--- src/rtl/compute_clock_scheduler.sv ---
// rtl/compute_clock_scheduler.sv - compute clock enable sequencer with round-robin stall arbitration
//
// Runs the compute clock for an exact number of root-clock cycles. Any stall
// requester pauses the run, and it is granted only once the enable has been
// low long enough for the clock buffer to be gated.
//
// Ports:
//   root_clock        control-domain clock, all flops on its rising edge
//   reset_n_trigger   asynchronous active-low reset
//   locked            clock-generator lock; low gates the enable
//   start             one-cycle pulse launching a run (ignored while busy)
//   start_cycles      number of enabled cycles in the run, sampled with start
//   abort             level; ends the current run early
//   stall_req         per-source stall request, held until the source is done
//   stall_gnt         one-hot or zero; a grant means the compute clock is gated
//   compute_clock_en  registered enable to the compute clock buffer
//   busy              high from accepted start until done
//   done              one-cycle pulse at the end of a run
//   aborted           valid with done; run ended by abort
//   cycles_run        enabled cycles in the current or last run
module compute_clock_scheduler #(
    parameter int NUM_STALL_SRC = 4,
    parameter int COUNT_WIDTH   = 32
) (
    input  logic                     root_clock,
    input  logic                     reset_n_trigger,
    input  logic                     locked,
    input  logic                     start,
    input  logic [COUNT_WIDTH-1:0]   start_cycles,
    input  logic                     abort,
    input  logic [NUM_STALL_SRC-1:0] stall_req,
    output logic [NUM_STALL_SRC-1:0] stall_gnt,
    output logic                     compute_clock_en,
    output logic                     busy,
    output logic                     done,
    output logic                     aborted,
    output logic [COUNT_WIDTH-1:0]   cycles_run
);

    localparam int PTR_WIDTH = (NUM_STALL_SRC > 1) ? $clog2(NUM_STALL_SRC) : 1;

    typedef enum logic [2:0] {
        ST_IDLE,
        ST_RUN,
        ST_DRAIN,
        ST_STALLED,
        ST_FINISH
    } state_t;

    state_t                   state_q, state_d;
    logic [COUNT_WIDTH-1:0]   remaining_q, remaining_d;
    logic [COUNT_WIDTH-1:0]   cycles_run_q, cycles_run_d;
    logic                     en_q, en_d;
    logic [NUM_STALL_SRC-1:0] gnt_q, gnt_d;
    logic [PTR_WIDTH-1:0]     ptr_q, ptr_d;
    logic                     busy_q, busy_d;
    logic                     done_q, done_d;
    logic                     aborted_q, aborted_d;
    logic                     abort_hit_q, abort_hit_d;
    logic                     from_idle_q, from_idle_d;

    logic [COUNT_WIDTH-1:0]   remaining_next;
    logic                     any_req;
    logic                     abort_now;
    logic                     gnt_held;
    logic                     finish_by_abort;
    logic                     win_found;
    logic [PTR_WIDTH-1:0]     win_idx;
    logic [PTR_WIDTH-1:0]     cand;

    // en_q high means the compute clock really ticked this cycle, so the
    // budget is charged from the registered enable, never from the inputs.
    assign remaining_next = remaining_q - COUNT_WIDTH'(en_q);
    assign any_req        = |stall_req;
    assign gnt_held       = |(gnt_q & stall_req);
    // abort only means something inside a run; it is latched so a short
    // pulse still ends the run once the clock is gated.
    assign abort_now      = busy_q & (abort | abort_hit_q);

    // Round-robin winner: first requester after the last granted index.
    always_comb begin
        win_found = 1'b0;
        win_idx   = ptr_q;
        cand      = '0;
        for (int i = 1; i <= NUM_STALL_SRC; i++) begin
            cand = PTR_WIDTH'((int'(ptr_q) + i) % NUM_STALL_SRC);
            if (!win_found && stall_req[cand]) begin
                win_found = 1'b1;
                win_idx   = cand;
            end
        end
    end

    // State register (and all other flops)
    always_ff @(posedge root_clock or negedge reset_n_trigger) begin
        if (!reset_n_trigger) begin
            state_q      <= ST_IDLE;
            remaining_q  <= '0;
            cycles_run_q <= '0;
            en_q         <= 1'b0;
            gnt_q        <= '0;
            ptr_q        <= PTR_WIDTH'(NUM_STALL_SRC - 1);
            busy_q       <= 1'b0;
            done_q       <= 1'b0;
            aborted_q    <= 1'b0;
            abort_hit_q  <= 1'b0;
            from_idle_q  <= 1'b0;
        end else begin
            state_q      <= state_d;
            remaining_q  <= remaining_d;
            cycles_run_q <= cycles_run_d;
            en_q         <= en_d;
            gnt_q        <= gnt_d;
            ptr_q        <= ptr_d;
            busy_q       <= busy_d;
            done_q       <= done_d;
            aborted_q    <= aborted_d;
            abort_hit_q  <= abort_hit_d;
            from_idle_q  <= from_idle_d;
        end
    end

    // Next-state logic
    always_comb begin
        state_d         = state_q;
        finish_by_abort = 1'b0;
        case (state_q)
            ST_IDLE: begin
                if (start) begin
                    state_d = ST_RUN;
                end else if (any_req) begin
                    // Clock already gated in IDLE, so no drain cycle needed.
                    state_d = ST_STALLED;
                end
            end
            ST_RUN: begin
                if (remaining_next == '0) begin
                    state_d = ST_FINISH;
                end else if (abort_now) begin
                    // Finish only after one cycle with the enable low, so
                    // done never overlaps a live compute clock.
                    if (!en_q) begin
                        state_d         = ST_FINISH;
                        finish_by_abort = 1'b1;
                    end
                end else if (any_req) begin
                    state_d = ST_DRAIN;
                end
            end
            ST_DRAIN: begin
                if (abort_now) begin
                    state_d         = ST_FINISH;
                    finish_by_abort = 1'b1;
                end else begin
                    state_d = ST_STALLED;
                end
            end
            ST_STALLED: begin
                // Leave only between grants: no grant, or the granted source
                // released at this edge.
                if (!gnt_held) begin
                    if (abort_now) begin
                        state_d         = ST_FINISH;
                        finish_by_abort = 1'b1;
                    end else if (!any_req) begin
                        state_d = from_idle_q ? ST_IDLE : ST_RUN;
                    end
                end
            end
            ST_FINISH: state_d = ST_IDLE;
            default:   state_d = ST_IDLE;
        endcase
    end

    // Output / datapath logic
    always_comb begin
        remaining_d  = remaining_q;
        cycles_run_d = cycles_run_q;
        gnt_d        = '0;
        ptr_d        = ptr_q;
        busy_d       = busy_q;
        from_idle_d  = from_idle_q;

        if (state_q == ST_IDLE && state_d == ST_RUN) begin
            remaining_d  = start_cycles;
            cycles_run_d = '0;
            busy_d       = 1'b1;
        end else if (state_q == ST_RUN) begin
            remaining_d  = remaining_next;
            cycles_run_d = cycles_run_q + COUNT_WIDTH'(en_q);
        end

        if (state_d == ST_FINISH) begin
            busy_d = 1'b0;
        end

        if (state_q == ST_IDLE && state_d == ST_STALLED) begin
            from_idle_d = 1'b1;
        end else if (state_q == ST_DRAIN) begin
            from_idle_d = 1'b0;
        end

        // A released grant always leaves one empty cycle before the next.
        if (state_q == ST_STALLED && state_d == ST_STALLED) begin
            if (gnt_held) begin
                gnt_d = gnt_q;
            end else if (gnt_q == '0 && win_found && !abort_now) begin
                gnt_d[win_idx] = 1'b1;
                ptr_d          = win_idx;
            end
        end

        // state_d == ST_RUN already implies remaining_next != 0.
        en_d = (state_q == ST_RUN) && (state_d == ST_RUN) && !any_req
               && !abort_now && locked;

        done_d      = (state_d == ST_FINISH);
        aborted_d   = (state_d == ST_FINISH) && finish_by_abort;
        abort_hit_d = (state_d == ST_FINISH || state_d == ST_IDLE) ? 1'b0
                      : (abort_hit_q | (busy_q & abort));
    end

    assign stall_gnt        = gnt_q;
    assign compute_clock_en = en_q;
    assign busy             = busy_q;
    assign done             = done_q;
    assign aborted          = aborted_q;
    assign cycles_run       = cycles_run_q;

endmodule

--- config.mk ---
export PLATFORM = sky130hd
export DESIGN_NAME = compute_clock_scheduler
export DESIGN_NICKNAME = d
export VERILOG_FILES = /design/src/rtl/compute_clock_scheduler.sv
export SDC_FILE = /design/constraint.sdc
export NUM_CORES = 1
export LEC_CHECK = 0
export CORE_ASPECT_RATIO = 0.75
export CORE_MARGIN = 10
export CORE_UTILIZATION = 40
export CTS_CLUSTER_SIZE = 40
export DETAILED_ROUTE_END_ITERATION = 6
export GPL_TIMING_DRIVEN = 0
export HOLD_SLACK_MARGIN = 0.06
export PLACE_DENSITY = 0.6
export SKIP_CTS_REPAIR_TIMING = 1
export SLEW_MARGIN = 10
export SYNTH_ARGS = -nofsm -noshare
export SYNTH_HDL_FRONTEND = slang
export SYNTH_SLANG_ARGS = --single-unit
export TNS_END_PERCENT = 10
--- constraint.sdc ---
create_clock -name root_clock -period 3.15 [get_ports root_clock]
set_input_delay 0.63 -clock root_clock [delete_from_list [all_inputs] [get_ports root_clock]]
set_output_delay 0.63 -clock root_clock [all_outputs]
set_load 0.02 [all_outputs]
==> results.md <==
* CTS clock-pin slew for the worst setup and hold paths at 0.06 ns
* Syn Inst Count at 539
* H-tree depth at 3
* Diode count at 0
* Post-synthesis sequential area ratio at 41.6%
* First-pass GRT wire length at 24300 microns
* Main synth FF type: dfrtp_1
* Maximum fanout along the worst path at 7
* IO Count at 81
* Final worst path period share at 96.7%
* Input/output buffers at 80
* Final Setup Violations at 0
* Pin count of the biggest net entering global routing at 63
* Max VDD drop at 0.000335 V
* Final HPWL DP at 10900 microns
* Top Usage Layer GRT: met2
* Fin nets at 684
* Share of layout cells above drive strength 1 at 10.7%
* Root buf cell: clkbuf_16
* DRT antenna net count at 0
* GR met1 Demand/Resource at 25.8%
* Initial antenna violation count at 0
* CP Class: reg2reg
* Slew HR at 28.4%
* Row count at 34
* Startpoint class of the critical path: flop
* Worst Skew at 0.00520 ns
* Synthesized Nets at 584
* Final setup margin at 0.103 ns
* Avg Inst Size Synth at 8.83 sq um
* CP required at 3.34 ns
* Clk sinks at 79
* Fill count at 1081
* Residual DRC count at 0
* Die ar. at 16700 sq um
* Status: complete, no violations
* Final Hold Fails at 0
* Drt total wl at 15100 microns
* Synth area leaders: dfrtp_1, nand2_1, nor2_1, o21ai_0, a21oi_1
* Setup crit end kind: flop
* Max Transition Viols Final at 0
* DP Worst Slack at -0.519 ns
* GP Congestion at 0.920
* Met3 GRT Util at 4.42%
* Min-Delay Path Class: in2async
* P_leak at 2.44 nW
* Worst endpoint data arrival time at 3.24 ns
* Post-synth top cells: dfrtp_1, nand2_1, nor2_1
* Post-Syn Area at 4760 sq um
* Die X at 146 microns
* Footprint of the multi-input gates at 2670 sq um
* Cells along the critical path: inv_1 -> ha_2 -> ha_4 -> or4b_4 -> nand2_1 -> o2111ai_1 -> a2111oi_4 -> nand4b_1 -> nor4_4 -> buf_4 -> o31ai_1
* TritonCTS Buffers at 9
* Vias in the first global route at 4446
* CP max stage cell: or4b_4
* Worst path max stage delay at 0.51 ns
* First drt pass iteration count at 5
* Max-cap viol count at 0
* Fmax at 328 MHz
* Area leader, netlist: dfrtp_1
* Register Area at 1980 sq um
* Die height at 114 microns
* EDFF count, synth at 0
* Via Count at 4599
* CTS max path bufs at 2
* Power per Cell Area at 735 nW/um^2
* Total track usage at 17.9%
* TritonCTS clock tree: done
* P&R area growth vs syn at 30.7%
* Synth warnings at 0
* Core area at 11600 sq um
* WL/cell at 18.7 microns
* Share of the synthesized area in the top cell type at 40.5%
* Count of different cell masters after synthesis at 70
* GRT Residual Overflow at 0
* Most common cell in the netlist: dfrtp_1
* Starting Density at 41.0%
* Yosys reg bits at 79
* Worst-margin pin slew at 1.06 ns
* Pwr Total at 4.57 mW
* Post-route minimum period at 3.05 ns
* Via-to-Cell Ratio at 5.71
* Post-synth ARST share at 100%
* DRT iter0 DRCs at 350
* Met2 usage at 26.6%
* Worst-Skew Late Latency at 0.34 ns
-- worst paths after layout --
path | to | slack (ns) | startpoint | cells past startpoint
min reg2reg | ptr_q[1] | 0.53 | ptr_q[1] | 2
max reg2reg | state_q[0] | 0.10 | remaining_q[0] | 11
min in group root_clock | ptr_q[1] | 0.53 | ptr_q[1] | 2
max | state_q[0] | 0.10 | remaining_q[0] | 11
min | compute_clock_en | 0.18 | reset_n_trigger | 1
max in group asynchronous | remaining_q[10] | 2.37 | reset_n_trigger | 2
-- per-layer routing --
metal  vias up  routed length (microns)
li1       2192                        -
met1      2224                     7210
met2       176                     6590
met3         7                     1210
met4         0                       65
met5         -                        0
-- sequential cells by signal (all words and copies together), names as in the netlist --
register,cells
abort_hit_q,1
cycles_run,32
compute_clock_en,1
from_idle_q,1
remaining_q,32
busy,1
done,1
state_q,3
ptr_q,2
stall_gnt,4
aborted,1
-- cells by family after synthesis --
group | after synthesis | share of synthesized area (%)
simple gates | 251 | 30.0
buf+inv | 39 | 3.28
xor+xnor | 26 | 4.78
compound gates | 138 | 18.9
flops | 79 | 41.6
fa+ha+maj | 4 | 1.05
mux | 2 | 0.421
-- cells in the final DEF (no fill, tap or decap), types with 3 or more instances in the layout --
master	instances
inv_1	15
buf_2	4
o21ai_0	44
a22oi_1	5
nor3_1	7
dfrtp_1	76
nor2b_1	5
nor2_1	61
o31ai_1	3
nand2b_1	4
nand3_1	18
a21oi_1	34
or2_2	4
nor4_1	10
buf_4	10
nand2_2	3
nand2_1	67
o211ai_1	7
nand4_1	11
or4_1	6
xor2_1	14
xnor2_1	12
a22o_1	5
clkdlybuf4s50_1	79
and3_1	3
or3_1	12
nor4_4	5
o2111ai_1	3
o311ai_0	7
clkbuf_1	20
nor3b_1	8
a31oi_1	3
a221o_1	9
clkbuf_16	9
-- report_power, final --
part | internal (mW) | total (mW) | switching [mW] | leakage, nW
sequential | 1.26 | 1.55 | 0.291 | 1.04
clock | 0.737 | 1.15 | 0.417 | 0.160
combinational | 0.679 | 1.87 | 1.19 | 1.24
total | 2.68 | 4.57 | 1.90 | 2.44
-- critical path: cells and delay by family, from the launching register on --
kind,cells,cell delay [ns]
and+or+nand+nor,4,1.13
AOI/OAI and AO/OA,3,0.69
adders and majority gates,2,0.43
DFF,1,0.36
buffers and inverters,2,0.29
-- per-stage QoR --
stage / area (sq um) / setup TNS (ns) / hold WS (ns) / utilization, % / cells
2_1_floorplan: 4760 / 0 / 0.334 / - / 539
3_3_place_gp: 5760 / -126.22 / 0.509 / 49.6 / 781
3_5_place_dp: 5790 / -4.04 / 0.518 / 49.8 / 782
4_1_cts: 6110 / -4.55 / 0.175 / 52.7 / 798
5_1_grt: 6220 / -0.144 / 0.181 / 53.6 / 806
6_report: 6220 / 0 / 0.179 / 53.6 / 806
-- layout make-up --
| class | instances | share of cell area, % |
|---|---|---|
| timing repair buffer | 89 | 14.2 |
| multi-input combinational | 421 | 42.9 |
| tap | 162 | 3.26 |
| buffer | 24 | 1.61 |
| clock buffer | 13 | 4.18 |
| sequential | 79 | 31.8 |
| inverter | 15 | 0.905 |
| clock inverter | 3 | 1.05 |
Power figures use the tool's default switching activity.
